<file path="config.mk">
export PLATFORM = sky130hd
export DESIGN_NAME = cla_seq_adder
export DESIGN_NICKNAME = d
export VERILOG_FILES = /design/src/rtl/cla_seq_adder.sv
export SDC_FILE = /design/constraint.sdc
export NUM_CORES = 1
export LEC_CHECK = 0
export ABC_AREA = 1
export CAP_MARGIN = 20
export CORE_ASPECT_RATIO = 0.5
export CORE_UTILIZATION = 30
export DETAILED_ROUTE_END_ITERATION = 6
export GPL_ROUTABILITY_DRIVEN = 0
export HOLD_SLACK_MARGIN = 0.08
export PLACE_DENSITY = 0.63
export REMOVE_ABC_BUFFERS = 1
export SYNTH_ARGS = -nofsm -noshare
export SYNTH_HDL_FRONTEND = slang
export SYNTH_SLANG_ARGS = --single-unit
export TNS_END_PERCENT = 30
</file>
<file path="constraint.sdc">
create_clock -name clk -period 4.4 [get_ports clk]
set_input_delay 0.66 -clock clk [delete_from_list [all_inputs] [get_ports clk]]
set_output_delay 0.66 -clock clk [all_outputs]
set_load 0.03 [all_outputs]
</file>
<file path="src/rtl/cla_seq_adder.sv">
// Sequential WIDTH-bit adder built from a single 4-bit carry-lookahead slice, one nibble per cycle.
// Optional subtract mode (a - b as a + ~b + 1) is enabled by defining CLA_SEQ_SUB_EN.
module cla_seq_adder #(
  parameter int WIDTH = 16
) (
  input  logic             clk,
  input  logic             rst_n,
  input  logic             in_valid,
  output logic             in_ready,
  input  logic [WIDTH-1:0] a,
  input  logic [WIDTH-1:0] b,
  input  logic             c_in,
`ifdef CLA_SEQ_SUB_EN
  input  logic             sub,
`endif
  output logic             out_valid,
  input  logic             out_ready,
  output logic [WIDTH-1:0] sum,
  output logic             c_out,
  output logic             busy
);

  localparam int N  = WIDTH / 4;
  localparam int CW = (N > 1) ? $clog2(N) : 1;
  localparam logic [CW-1:0] LAST = CW'(N - 1);

  // Handshakes: a transfer happens on a rising edge where valid and ready are both 1.
  typedef enum logic [1:0] {ST_IDLE, ST_RUN, ST_DONE} state_t;

  state_t           state_q, state_d;
  logic [WIDTH-1:0] a_q, a_d, b_q, b_d, sum_q, sum_d;
  logic [CW-1:0]    cnt_q, cnt_d;
  logic             carry_q, carry_d, c_out_q, c_out_d;

  logic [3:0] nib_a, nib_b, g, p, c, slice_sum;
  logic       slice_cout;

  // The one and only adder: a 4-bit lookahead slice fed from the current nibble.
  always_comb begin
    nib_a = a_q[{cnt_q, 2'b00} +: 4];
    nib_b = b_q[{cnt_q, 2'b00} +: 4];
    g     = nib_a & nib_b;
    p     = nib_a ^ nib_b;
    c[0]  = carry_q;
    c[1]  = g[0] | (p[0] & carry_q);
    c[2]  = g[1] | (p[1] & g[0]) | (p[1] & p[0] & carry_q);
    c[3]  = g[2] | (p[2] & g[1]) | (p[2] & p[1] & g[0]) | (p[2] & p[1] & p[0] & carry_q);
    slice_cout = g[3] | (p[3] & g[2]) | (p[3] & p[2] & g[1]) | (p[3] & p[2] & p[1] & g[0])
               | (p[3] & p[2] & p[1] & p[0] & carry_q);
    slice_sum  = p ^ c;
  end

  always_comb begin
    state_d = state_q;
    a_d     = a_q;
    b_d     = b_q;
    sum_d   = sum_q;
    cnt_d   = cnt_q;
    carry_d = carry_q;
    c_out_d = c_out_q;
    case (state_q)
      ST_IDLE: begin
        if (in_valid) begin
          a_d     = a;
          b_d     = b;
          carry_d = c_in;
          cnt_d   = '0;
          state_d = ST_RUN;
`ifdef CLA_SEQ_SUB_EN
          if (sub) begin
            b_d     = ~b;
            carry_d = 1'b1;
          end
`endif
        end
      end
      ST_RUN: begin
        sum_d[{cnt_q, 2'b00} +: 4] = slice_sum;
        carry_d = slice_cout;
        if (cnt_q == LAST) begin
          c_out_d = slice_cout;
          state_d = ST_DONE;
        end else begin
          cnt_d = cnt_q + CW'(1);
        end
      end
      ST_DONE: begin
        if (out_ready) state_d = ST_IDLE;
      end
      default: state_d = ST_IDLE;
    endcase
  end

  always_ff @(posedge clk or negedge rst_n) begin
    if (!rst_n) begin
      state_q <= ST_IDLE;
      a_q     <= '0;
      b_q     <= '0;
      sum_q   <= '0;
      cnt_q   <= '0;
      carry_q <= 1'b0;
      c_out_q <= 1'b0;
    end else begin
      state_q <= state_d;
      a_q     <= a_d;
      b_q     <= b_d;
      sum_q   <= sum_d;
      cnt_q   <= cnt_d;
      carry_q <= carry_d;
      c_out_q <= c_out_d;
    end
  end

  assign in_ready  = (state_q == ST_IDLE);
  assign out_valid = (state_q == ST_DONE);
  assign busy      = (state_q != ST_IDLE);
  assign sum       = sum_q;
  assign c_out     = c_out_q;

endmodule

</file>
==> qor.log, run 1 <==
INFO  yosys          netlist_top_cells_area=dfrtp_1 (50%), nand2_1 (18%), o21ai_0 (5.2%)
INFO  final_layout   diodes=0
INFO  yosys          synthArstFlopShare=1.000
INFO  timing         rsz0062_at_grt=false
INFO  setup_path     worstReg2RegEnd=sum[13]$_DFFE_PN0P_
INFO  detailed_routing avgViaCountPerCell=4.462
INFO  detailed_routing drt-met1-wl=2972µm
INFO  setup_path     cp-startpoint=cnt_q[0]$_DFFE_PN0P_
INFO  floorplanning  initial_core_util=0.3221
INFO  floorplanning  die_y=68.82µm
INFO  final_layout   area_delta_synth_final=29.10%
INFO  timing         timing.max_slew.rel_slack=0.4506
INFO  status         outcome=completed
INFO  detailed_routing first_iter_violations=112
INFO  detailed_routing detail_route.wl_per_cell=11.94µm
INFO  yosys          postSynthAreaPerCell=8.294µm²
INFO  floorplanning  rows=23
INFO  timing         final-setup-viol-count=0
INFO  yosys          ys_seq_elements=54
INFO  detailed_routing route.top_layer_used=met4
INFO  yosys          synth_commonest_cells=nand2_1 (131), dfrtp_1 (54), o21ai_0 (28)
INFO  yosys          post_synth_top_flop=dfrtp_1
INFO  power          cellPowerDensity=803.4nW/µm²
INFO  final_layout   finish.instance_area=3458µm²
INFO  floorplanning  floorplan.die_area=9334µm²
INFO  grt            grt_overflow=0
INFO  timing         fmaxAchievable=363.0MHz
INFO  yosys          netlist_area=2679µm²
INFO  yosys          seq_area_frac_synth=0.5044
INFO  timing         hold_violations=0
INFO  setup_path     worst_setup_path_endpoint=sum[13]$_DFFE_PN0P_
INFO  final_layout   design.final.nets=426
INFO  power          p_leak=0.001673µW
INFO  setup_path     worst_ep_arrival_time=2930ps
INFO  clock_network  cts.reportedPaths.clkPinSlew=60ps
INFO  grt            number_of_antenna_violations_at_the_first_check_in_global_routing=0
INFO  clock_network  post_cts_resize_count=0
INFO  final_layout   final_cells=489
INFO  grt            global_route.usage.total=0.1386
INFO  timing         final.min_clock_period=2755ps
INFO  clock_network  tritoncts=yes
INFO  floorplanning  chipWidth=135.6µm
INFO  detailed_routing routed_wl=5839µm
INFO  floorplanning  core_area=8317µm²
INFO  clock_network  clock_sinks=54
INFO  placement      place.port_buffers=56
INFO  setup_path     ff_to_ff_start=cnt_q[0]$_DFFE_PN0P_
INFO  yosys          yosys.cell_types.count=25
INFO  clock_network  worst_skew_pair.late_latency=280ps
INFO  yosys          yosysTopAreaCellShare=0.5044
INFO  placement      dp_hpwl=4312µm
INFO  grt            grt_pass1_vias=2,167
INFO  detailed_routing vias=2,182
INFO  yosys          yosysWarnings=0
INFO  setup_path     start_kind=register
INFO  clock_network  cts_root_buffer=clkbuf_16
INFO  timing         maxSlewViolCount=0
INFO  grt            pin_count_of_the_biggest_net_entering_global_routing=55
INFO  floorplanning  top_level_ports=57
INFO  detailed_routing post-route-drc-count=0
INFO  timing         setup_tns=0ps
INFO  final_layout   post_route_cells_drive_above_1_share=0.06897
INFO  grt            grt_pass1_wl=9915µm
INFO  setup_path     r2r.worst_path.cells=8
INFO  timing         final.setup_skew=2.931ps
INFO  detailed_routing detailroute.wirelength.met3=225µm
INFO  timing         tightest_slew=824.1ps
INFO  placement      postPlaceCellArea=3326µm²
INFO  setup_path     timing.critical_path.fanout_max=27
INFO  setup_path     setup.worst_path.class=reg -> reg
INFO  yosys          synth_edf_count=0
INFO  detailed_routing detail_route.first_pass.iterations=4
INFO  timing         fin_crit_sh=0.6262
INFO  setup_path     critical_path.endpoint_type=register
INFO  clock_network  cts-hold-fix-buffers=0
INFO  yosys          post-synth-top-count-cell=nand2_1
INFO  placement      placedCellCount=482
INFO  yosys          yosysTopAreaCell=dfrtp_1
INFO  clock_network  ctsHtreeMaxLevel=2
INFO  run            cap_viol_max_count=0
INFO  setup_path     critPathRequiredTime=4570ps
INFO  clock_network  max-clock-path-buffers=2
INFO  detailed_routing wl_met2=2537µm
INFO  yosys          synth_cells=323
INFO  setup_path     reg2reg_setup_slack=1640ps
INFO  clock_network  post_cts_setup_buffers=0
INFO  hold_path      hp-class=in -> async
INFO  clock_network  numCtsBuffers=5
INFO  power          max-vdd-ir-drop=269.1µV
INFO  detailed_routing ant_nets=0
final cells by class:
cell class / count / area (µm²)
Tap cell: 112 / 140.1
Inverter: 23 / 91.34
Multi-Input combinational cell: 236 / 1180
Fill cell: 824 / 4858
Sequential cell: 54 / 1351
Clock buffer: 7 / 132.6
Timing Repair Buffer: 57 / 563.0
per-layer routing:
metal | vias up | GRT usage
li1 | 1133 | -
met1 | 999 | 0.1847
met2 | 41 | 0.2200
met3 | 9 | 0.02924
met4 | 0 | 0.06180
met5 | - | 0
power by group:
group / total [µW] / internal (µW) / switching (µW)
Clock: 364 / 208 / 156
Sequential: 888 / 710 / 178
Combinational: 1530 / 554 / 972
Total: 2780 / 1470 / 1310
registers in the layout (all words and copies together) (netlist names):
| signal | count |
|---|---|
| a_q | 16 |
| b_q | 16 |
| c_out | 1 |
| carry_q | 1 |
| cnt_q | 2 |
| state_q | 2 |
| sum | 16 |
how the worst min path moves through the flow:
stage	from	cells after the start	endpoint	slack, ps
floorplan	rst_n	0	a_q[0]$_DFFE_PN0P_	360
global placement	a_q[8]$_DFFE_PN0P_	2	a_q[8]$_DFFE_PN0P_	460
detailed placement	b_q[4]$_DFFE_PN0P_	2	b_q[4]$_DFFE_PN0P_	470
CTS	a_q[7]$_DFFE_PN0P_	2	a_q[7]$_DFFE_PN0P_	480
global route	a_q[6]$_DFFE_PN0P_	2	a_q[6]$_DFFE_PN0P_	500
finish	rst_n	2	b_q[2]$_DFFE_PN0P_	480
through the flow:
stage / utilization / worst slack (ps) / power [µW] / hold slack, ps
3_5_place_dp: 0.3999 / 1650 / 2426 / 469.2
4_1_cts: 0.4158 / 1645 / 2803 / 483.6
6_report: 0.4158 / 1645 / 2778 / 478.3
2_1_floorplan: - / 2180 / 1939 / 364.4
3_3_place_gp: 0.3999 / 1706 / 2393 / 462.7
5_1_grt: 0.4158 / 1352 / 3044 / 500.3
placed cells by master (no fill, tap or decap):
| master | instances |
|---|---|
| nand2_4 | 3 |
| buf_4 | 1 |
| nor3_1 | 1 |
| clkbuf_16 | 5 |
| clkbuf_1 | 2 |
| nand2_2 | 2 |
| nor2_1 | 24 |
| nor2_4 | 4 |
| buf_2 | 1 |
| ha_1 | 11 |
| o22ai_1 | 9 |
| xnor2_1 | 1 |
| o31ai_1 | 3 |
| fa_1 | 1 |
| inv_6 | 1 |
| nand3_1 | 7 |
| clkdlybuf4s50_1 | 55 |
| nand4_1 | 4 |
| nand2_1 | 131 |
| o21ai_0 | 28 |
| or2_0 | 1 |
| inv_1 | 18 |
| nand3_2 | 1 |
| inv_2 | 4 |
| dfrtp_1 | 54 |
| o21ai_2 | 4 |
| a21oi_1 | 1 |
worst max-delay path, stage by stage (launching register included):
cell and delay [ps]:
dfrtp_1 880, inv_2 330, o21ai_0 240, o22ai_1 160
fa_1 440, xnor2_1 330, nor2_1 80, nand2_1 110
o21ai_2 70
cell families after synthesis:
group | count (synthesis) | synth area share
buf+inv | 33 | 0.05511
flops | 54 | 0.5044
xor+xnor | 1 | 0.003270
compound gates | 45 | 0.09668
fa+ha+maj | 12 | 0.05885
simple gates | 178 | 0.2816
Power figures use the tool's default switching activity.
==> run 2: changes to the inputs <==
Clock period 4.4 ns to 2.6 ns, I/O delays scaled along.
==> run 2 against run 1 <==
Compared with the run above:
- fmax rose by 26%
- sequential share of layout area decreased by 0.75 points
- sequential cell count unchanged
- register-to-register slack worse by 1200 ps
- global-route usage decreased by 0.095 points
- die area unchanged
- total power rose by 75%
- clock skew is 3.5 ps higher
- core utilization rose by 0.81 points
- hold slack worse by 260 ps
==> qor.log, run 2 (synthesis gave the netlist of run 1 again) <==
INFO  status         outcome=completed
INFO  detailed_routing routed_wl=5780µm
INFO  final_layout   fillCellCount=834
INFO  power          combinationalPowerShare=0.556
INFO  clock_network  cts.reportedPaths.clkPinSlew=70ps
INFO  timing         final.setup_skew=6.425ps
INFO  floorplanning  top_level_ports=57
INFO  floorplanning  die_y=68.82µm
INFO  power          power.share.clock=0.152
INFO  placement      postPlaceCellArea=3363µm²
INFO  clock_network  ctsHtreeMaxLevel=2
INFO  grt            number_of_antenna_violations_at_the_first_check_in_global_routing=0
INFO  setup_path     worst_ep_arrival_time=2400ps
INFO  placement      place.port_buffers=56
INFO  power          power_frac_seq=0.292
INFO  timing         timing.max_slew.rel_slack=0.5538
INFO  timing         fmaxAchievable=459.0MHz
INFO  timing         tightest_slew=669.3ps
INFO  timing         hold-worst-slack=223.0ps
INFO  timing         hold_violations=0
INFO  timing         rsz0062_at_grt=false
INFO  final_layout   finish.instance_area=3526µm²
INFO  clock_network  post_cts_setup_buffers=0
INFO  detailed_routing first_iter_violations=115
INFO  power          cellPowerDensity=1377nW/µm²
INFO  final_layout   area_delta_synth_final=31.62%
INFO  floorplanning  core_area=8317µm²
INFO  setup_path     start_kind=register
INFO  clock_network  numCtsBuffers=5
INFO  power          max-vdd-ir-drop=649.0µV
INFO  power          total_power=4857µW
INFO  timing         setup_tns=0ps
INFO  detailed_routing avgViaCountPerCell=4.473
INFO  clock_network  clock_sinks=54
INFO  floorplanning  floorplan.die_area=9334µm²
INFO  setup_path     r2r.worst_path.cells=11
INFO  floorplanning  initial_core_util=0.3221
INFO  power          p_leak=0.001711µW
INFO  timing         fin_crit_sh=0.8379
INFO  floorplanning  rows=23
INFO  placement      dp_hpwl=4249µm
INFO  timing         final_critical_path_setup_slack=421.5ps
INFO  setup_path     setup.worst_path.class=reg -> reg
INFO  power          p_sw=2225µW
INFO  grt            global_route.usage.total=0.1377
INFO  grt            grt_pass1_vias=2,209
INFO  setup_path     critical_path.endpoint_type=register
INFO  setup_path     worstReg2RegEnd=sum[6]$_DFFE_PN0P_
INFO  floorplanning  chipWidth=135.6µm
INFO  detailed_routing ant_nets=0
INFO  power          power_report.internal_total=2631µW
INFO  clock_network  cts_root_buffer=clkbuf_16
INFO  clock_network  max-clock-path-buffers=2
INFO  timing         final.min_clock_period=2178ps
INFO  clock_network  worst_skew_pair.late_latency=290ps
INFO  final_layout   layout.cells.most_common=nand2_1
INFO  timing         final-setup-viol-count=0
INFO  setup_path     timing.critical_path.fanout_max=21
INFO  timing         maxSlewViolCount=0
INFO  clock_network  tritoncts=yes
INFO  hold_path      hp-class=in -> async
INFO  clock_network  post_cts_resize_count=0
INFO  detailed_routing detail_route.first_pass.iterations=7
INFO  setup_path     reg2reg_setup_slack=420ps
INFO  grt            pin_count_of_the_biggest_net_entering_global_routing=55
INFO  final_layout   layout_common_cells=nand2_1 (131), clkdlybuf4s50_1 (55), dfrtp_1 (54)
INFO  detailed_routing detail_route.wl_per_cell=11.68µm
INFO  detailed_routing post-route-drc-count=0
INFO  setup_path     ff_to_ff_start=cnt_q[0]$_DFFE_PN0P_
INFO  detailed_routing vias=2,214
INFO  run            cap_viol_max_count=0
INFO  placement      pre_cts_slack=418.4ps
INFO  grt            grt_pass1_wl=10,130µm
INFO  setup_path     critPathRequiredTime=2820ps
INFO  final_layout   diodes=0
INFO  final_layout   post_route_cells_drive_above_1_share=0.08355
INFO  clock_network  cts-hold-fix-buffers=0
INFO  final_layout   design.final.nets=431
INFO  power          netSwitchingFraction=0.4582
INFO  grt            grt_overflow=0
-- run 2: power groups by stage --
stage               registers (µW)  clock network, µW  logic, µW
floorplan                     1580                  0       1700
global placement              1440                  0       2670
detailed placement            1430                  0       2710
CTS                           1420                755       2740
global route                  1460                795       3090
finish                        1420                739       2700
-- run 2: critical path, cell delays in order, from the launching register on --
cell,delay [ps]
dfrtp_1,380
inv_2,280
o21ai_0,140
o22ai_1,300
ha_1,310
nand3_1,110
nand4_1,80
nand2_1,140
nand2_1,90
nor2_1,150
nand2_1,70
nand2_1,60
-- run 2: cell type report --
| class | instances | area [µm²] | area share |
|---|---|---|---|
| multi-input combinational | 236 | 1180 | 0.3346 |
| timing repair buffer | 62 | 600.6 | 0.1703 |
| tap | 112 | 140.1 | 0.03974 |
| sequential | 54 | 1351 | 0.3833 |
| clock inverter | 1 | 30.03 | 0.008517 |
| clock buffer | 7 | 132.6 | 0.03762 |
| inverter | 23 | 91.34 | 0.02590 |
-- run 2: how the worst max path moves through the flow --
stage                         startpoint             endpoint  slack (ps)  depth (start not counted)
floorplan           cnt_q[0]$_DFFE_PN0P_  sum[15]$_DFFE_PN0P_         380                         11
global placement    cnt_q[0]$_DFFE_PN0P_  sum[14]$_DFFE_PN0P_         450                         11
detailed placement  cnt_q[0]$_DFFE_PN0P_   sum[6]$_DFFE_PN0P_         420                         11
CTS                 cnt_q[0]$_DFFE_PN0P_  sum[14]$_DFFE_PN0P_         400                         11
global route        cnt_q[1]$_DFFE_PN0P_   sum[6]$_DFFE_PN0P_         150                         11
finish              cnt_q[0]$_DFFE_PN0P_   sum[6]$_DFFE_PN0P_         420                         11
-- run 2: stage by stage --
stage | cells | util
after floorplan | 313 | -
after global placement | 487 | 0.4044
after detailed placement | 487 | 0.4044
after CTS | 495 | 0.4240
after global routing | 495 | 0.4240
final | 495 | 0.4240
-- run 2: routing by layer --
layer | vias to the layer above | GRT usage | wire (µm)
met1 | 1038 | 0.1863 | 3066
met4 | 0 | 0.02528 | 29
met5 | - | 0 | 0
met2 | 27 | 0.2290 | 2473
met3 | 2 | 0.03143 | 211
li1 | 1147 | - | -
==> run 3: changes to the inputs <==
Clock period 2.6 ns to 2.1 ns, I/O delays scaled along.
==> run 3 against run 2 <==
Compared with the run above:
- sequential power increased by 26%
- total power increased by 34%
- combinational power increased by 40%
- hold slack got worse by 80 ps
- design area increased by 3.4%
- worst setup slack got worse by 270 ps
- clock skew decreased by 3.4 ps
- count of clock-buffer cells in the layout unchanged
- sequential share of layout area decreased by 1.2 points
==> qor.log, run 3 (synthesis gave the netlist of run 1 again) <==
INFO  setup_path     start_kind=register
INFO  clock_network  max-clock-path-buffers=2
INFO  detailed_routing ant_nets=0
INFO  detailed_routing post-route-drc-count=0
INFO  placement      dp_hpwl=4644µm
INFO  grt            grt_pass1_wl=10,490µm
INFO  timing         rsz0062_at_grt=true
INFO  detailed_routing detail_route.first_pass.iterations=4
INFO  floorplanning  top_level_ports=57
INFO  placement      placedCellCount=492
INFO  timing         hold_violations=0
INFO  timing         final.min_clock_period=1951ps
INFO  timing         final.setup_skew=3.006ps
INFO  setup_path     timing.critical_path.fanout_max=12
INFO  setup_path     worst_ep_arrival_time=2150ps
INFO  setup_path     setup.worst_path.class=reg -> reg
INFO  detailed_routing avgViaCountPerCell=4.442
INFO  final_layout   finish.instance_area=3646µm²
INFO  final_layout   final_cells=502
INFO  final_layout   area_delta_synth_final=36.10%
INFO  final_layout   fillCellCount=811
INFO  floorplanning  chipWidth=135.6µm
INFO  floorplanning  die_y=68.82µm
INFO  timing         maxSlewViolCount=0
INFO  setup_path     r2r.worst_path.cells=8
INFO  setup_path     critical_path.endpoint_type=register
INFO  power          cellPowerDensity=1782nW/µm²
INFO  detailed_routing first_iter_violations=105
INFO  timing         final-setup-viol-count=0
INFO  power          p_leak=0.001753µW
INFO  detailed_routing detail_route.wl_per_cell=12.25µm
INFO  floorplanning  rows=23
INFO  detailed_routing vias=2,230
INFO  clock_network  tritoncts=yes
INFO  detailed_routing routed_wl=6149µm
INFO  setup_path     worstReg2RegEnd=sum[9]$_DFFE_PN0P_
INFO  final_layout   layout.cells.most_common=nand2_1
INFO  grt            grt_pass1_vias=2,240
INFO  clock_network  cts_root_buffer=clkbuf_16
INFO  final_layout   final_util=0.4384
INFO  power          max-vdd-ir-drop=575.9µV
INFO  setup_path     critPathRequiredTime=2300ps
INFO  grt            grt_overflow=0
INFO  clock_network  numCtsBuffers=5
INFO  final_layout   layout_common_cells=nand2_1 (130), clkdlybuf4s50_1 (55), dfrtp_1 (53)
INFO  floorplanning  core_area=8317µm²
INFO  placement      postPlaceCellArea=3413µm²
INFO  grt            number_of_antenna_violations_at_the_first_check_in_global_routing=0
INFO  setup_path     ff_to_ff_start=cnt_q[1]$_DFFE_PN0P_
INFO  floorplanning  floorplan.die_area=9334µm²
INFO  final_layout   diodes=0
INFO  timing         timing.max_slew.rel_slack=0.5439
INFO  status         outcome=completed
INFO  setup_path     reg2reg_setup_slack=150ps
INFO  run            cap_viol_max_count=0
INFO  timing         fin_crit_sh=0.9290
INFO  grt            pin_count_of_the_biggest_net_entering_global_routing=55
INFO  timing         fmaxAchievable=512.6MHz
INFO  timing         tightest_slew=684.1ps
INFO  final_layout   design.final.nets=438
INFO  clock_network  ctsHtreeMaxLevel=2
INFO  hold_path      hp-class=in -> async
INFO  clock_network  cts.reportedPaths.clkPinSlew=70ps
INFO  grt            global_route.usage.total=0.1497
INFO  final_layout   post_route_cells_drive_above_1_share=0.1282
INFO  clock_network  clock_sinks=54
INFO  floorplanning  initial_core_util=0.3221
INFO  placement      place.port_buffers=56
INFO  clock_network  worst_skew_pair.late_latency=290ps
run 3: changes by cell type in the layout (fill, tap and decap cells not counted), sizes merged:
cell	before	now
buf	7	14
run 3: final cells by class:
type,count,area (µm²),share of cell area
Inverter,23,93.84,0.02574
Clock buffer,7,132.6,0.03638
Clock inverter,1,30.03,0.008236
Tap cell,112,140.1,0.03843
Multi-Input combinational cell,236,1224,0.3356
Sequential cell,54,1353,0.3710
Timing Repair Buffer,69,673.1,0.1846
run 3: what timing repair did:
item	4_1_cts	5_1_grt
hold buffers	0	0
resized for setup	0	21
buffers inserted	0	2
endpoints found under the setup margin	0	15
run 3: critical path: stages (launching register included):
cell	delay [ps]
dfrtp_1	370
buf_4	210
o21ai_1	100
o22ai_1	210
ha_2	350
buf_4	150
xnor2_1	140
buf_4	150
o31ai_1	210
run 3: worst max path at each step:
stage,endpoint,cells after the start,startpoint
after floorplan,sum[15]$_DFFE_PN0P_,11,cnt_q[0]$_DFFE_PN0P_
after global placement,sum[6]$_DFFE_PN0P_,11,cnt_q[0]$_DFFE_PN0P_
after detailed placement,sum[6]$_DFFE_PN0P_,11,cnt_q[0]$_DFFE_PN0P_
after CTS,sum[14]$_DFFE_PN0P_,11,cnt_q[0]$_DFFE_PN0P_
after global routing,sum[14]$_DFFE_PN0P_,12,cnt_q[0]$_DFFE_PN0P_
final,sum[9]$_DFFE_PN0P_,8,cnt_q[1]$_DFFE_PN0P_
run 3: routing by layer:
metal	vias up	track usage	routed length, µm
met2	28	0.2468	2702
met3	7	0.03070	163
met1	1036	0.1963	3183
li1	1159	-	-
met5	-	0	0
met4	0	0.05899	99
run 3: power breakdown:
group / total (µW) / internal (µW) / switching [µW]
sequential: 1790 / 1490 / 300
clock: 920 / 564 / 356
combinational: 3780 / 1520 / 2270
run 3: stage by stage:
stage | worst slack, ps | TNS (ps) | total power [µW] | hold slack (ps)
after floorplan | -120.2 | -1077 | 4062 | 19.41
after global placement | 147.8 | 0 | 5271 | 458.0
after detailed placement | 55.43 | 0 | 5300 | 462.7
after CTS | 51.15 | 0 | 6250 | 168.4
after global routing | -9.436 | -9.436 | 7139 | 201.9
final | 149.2 | 0 | 6497 | 143.2
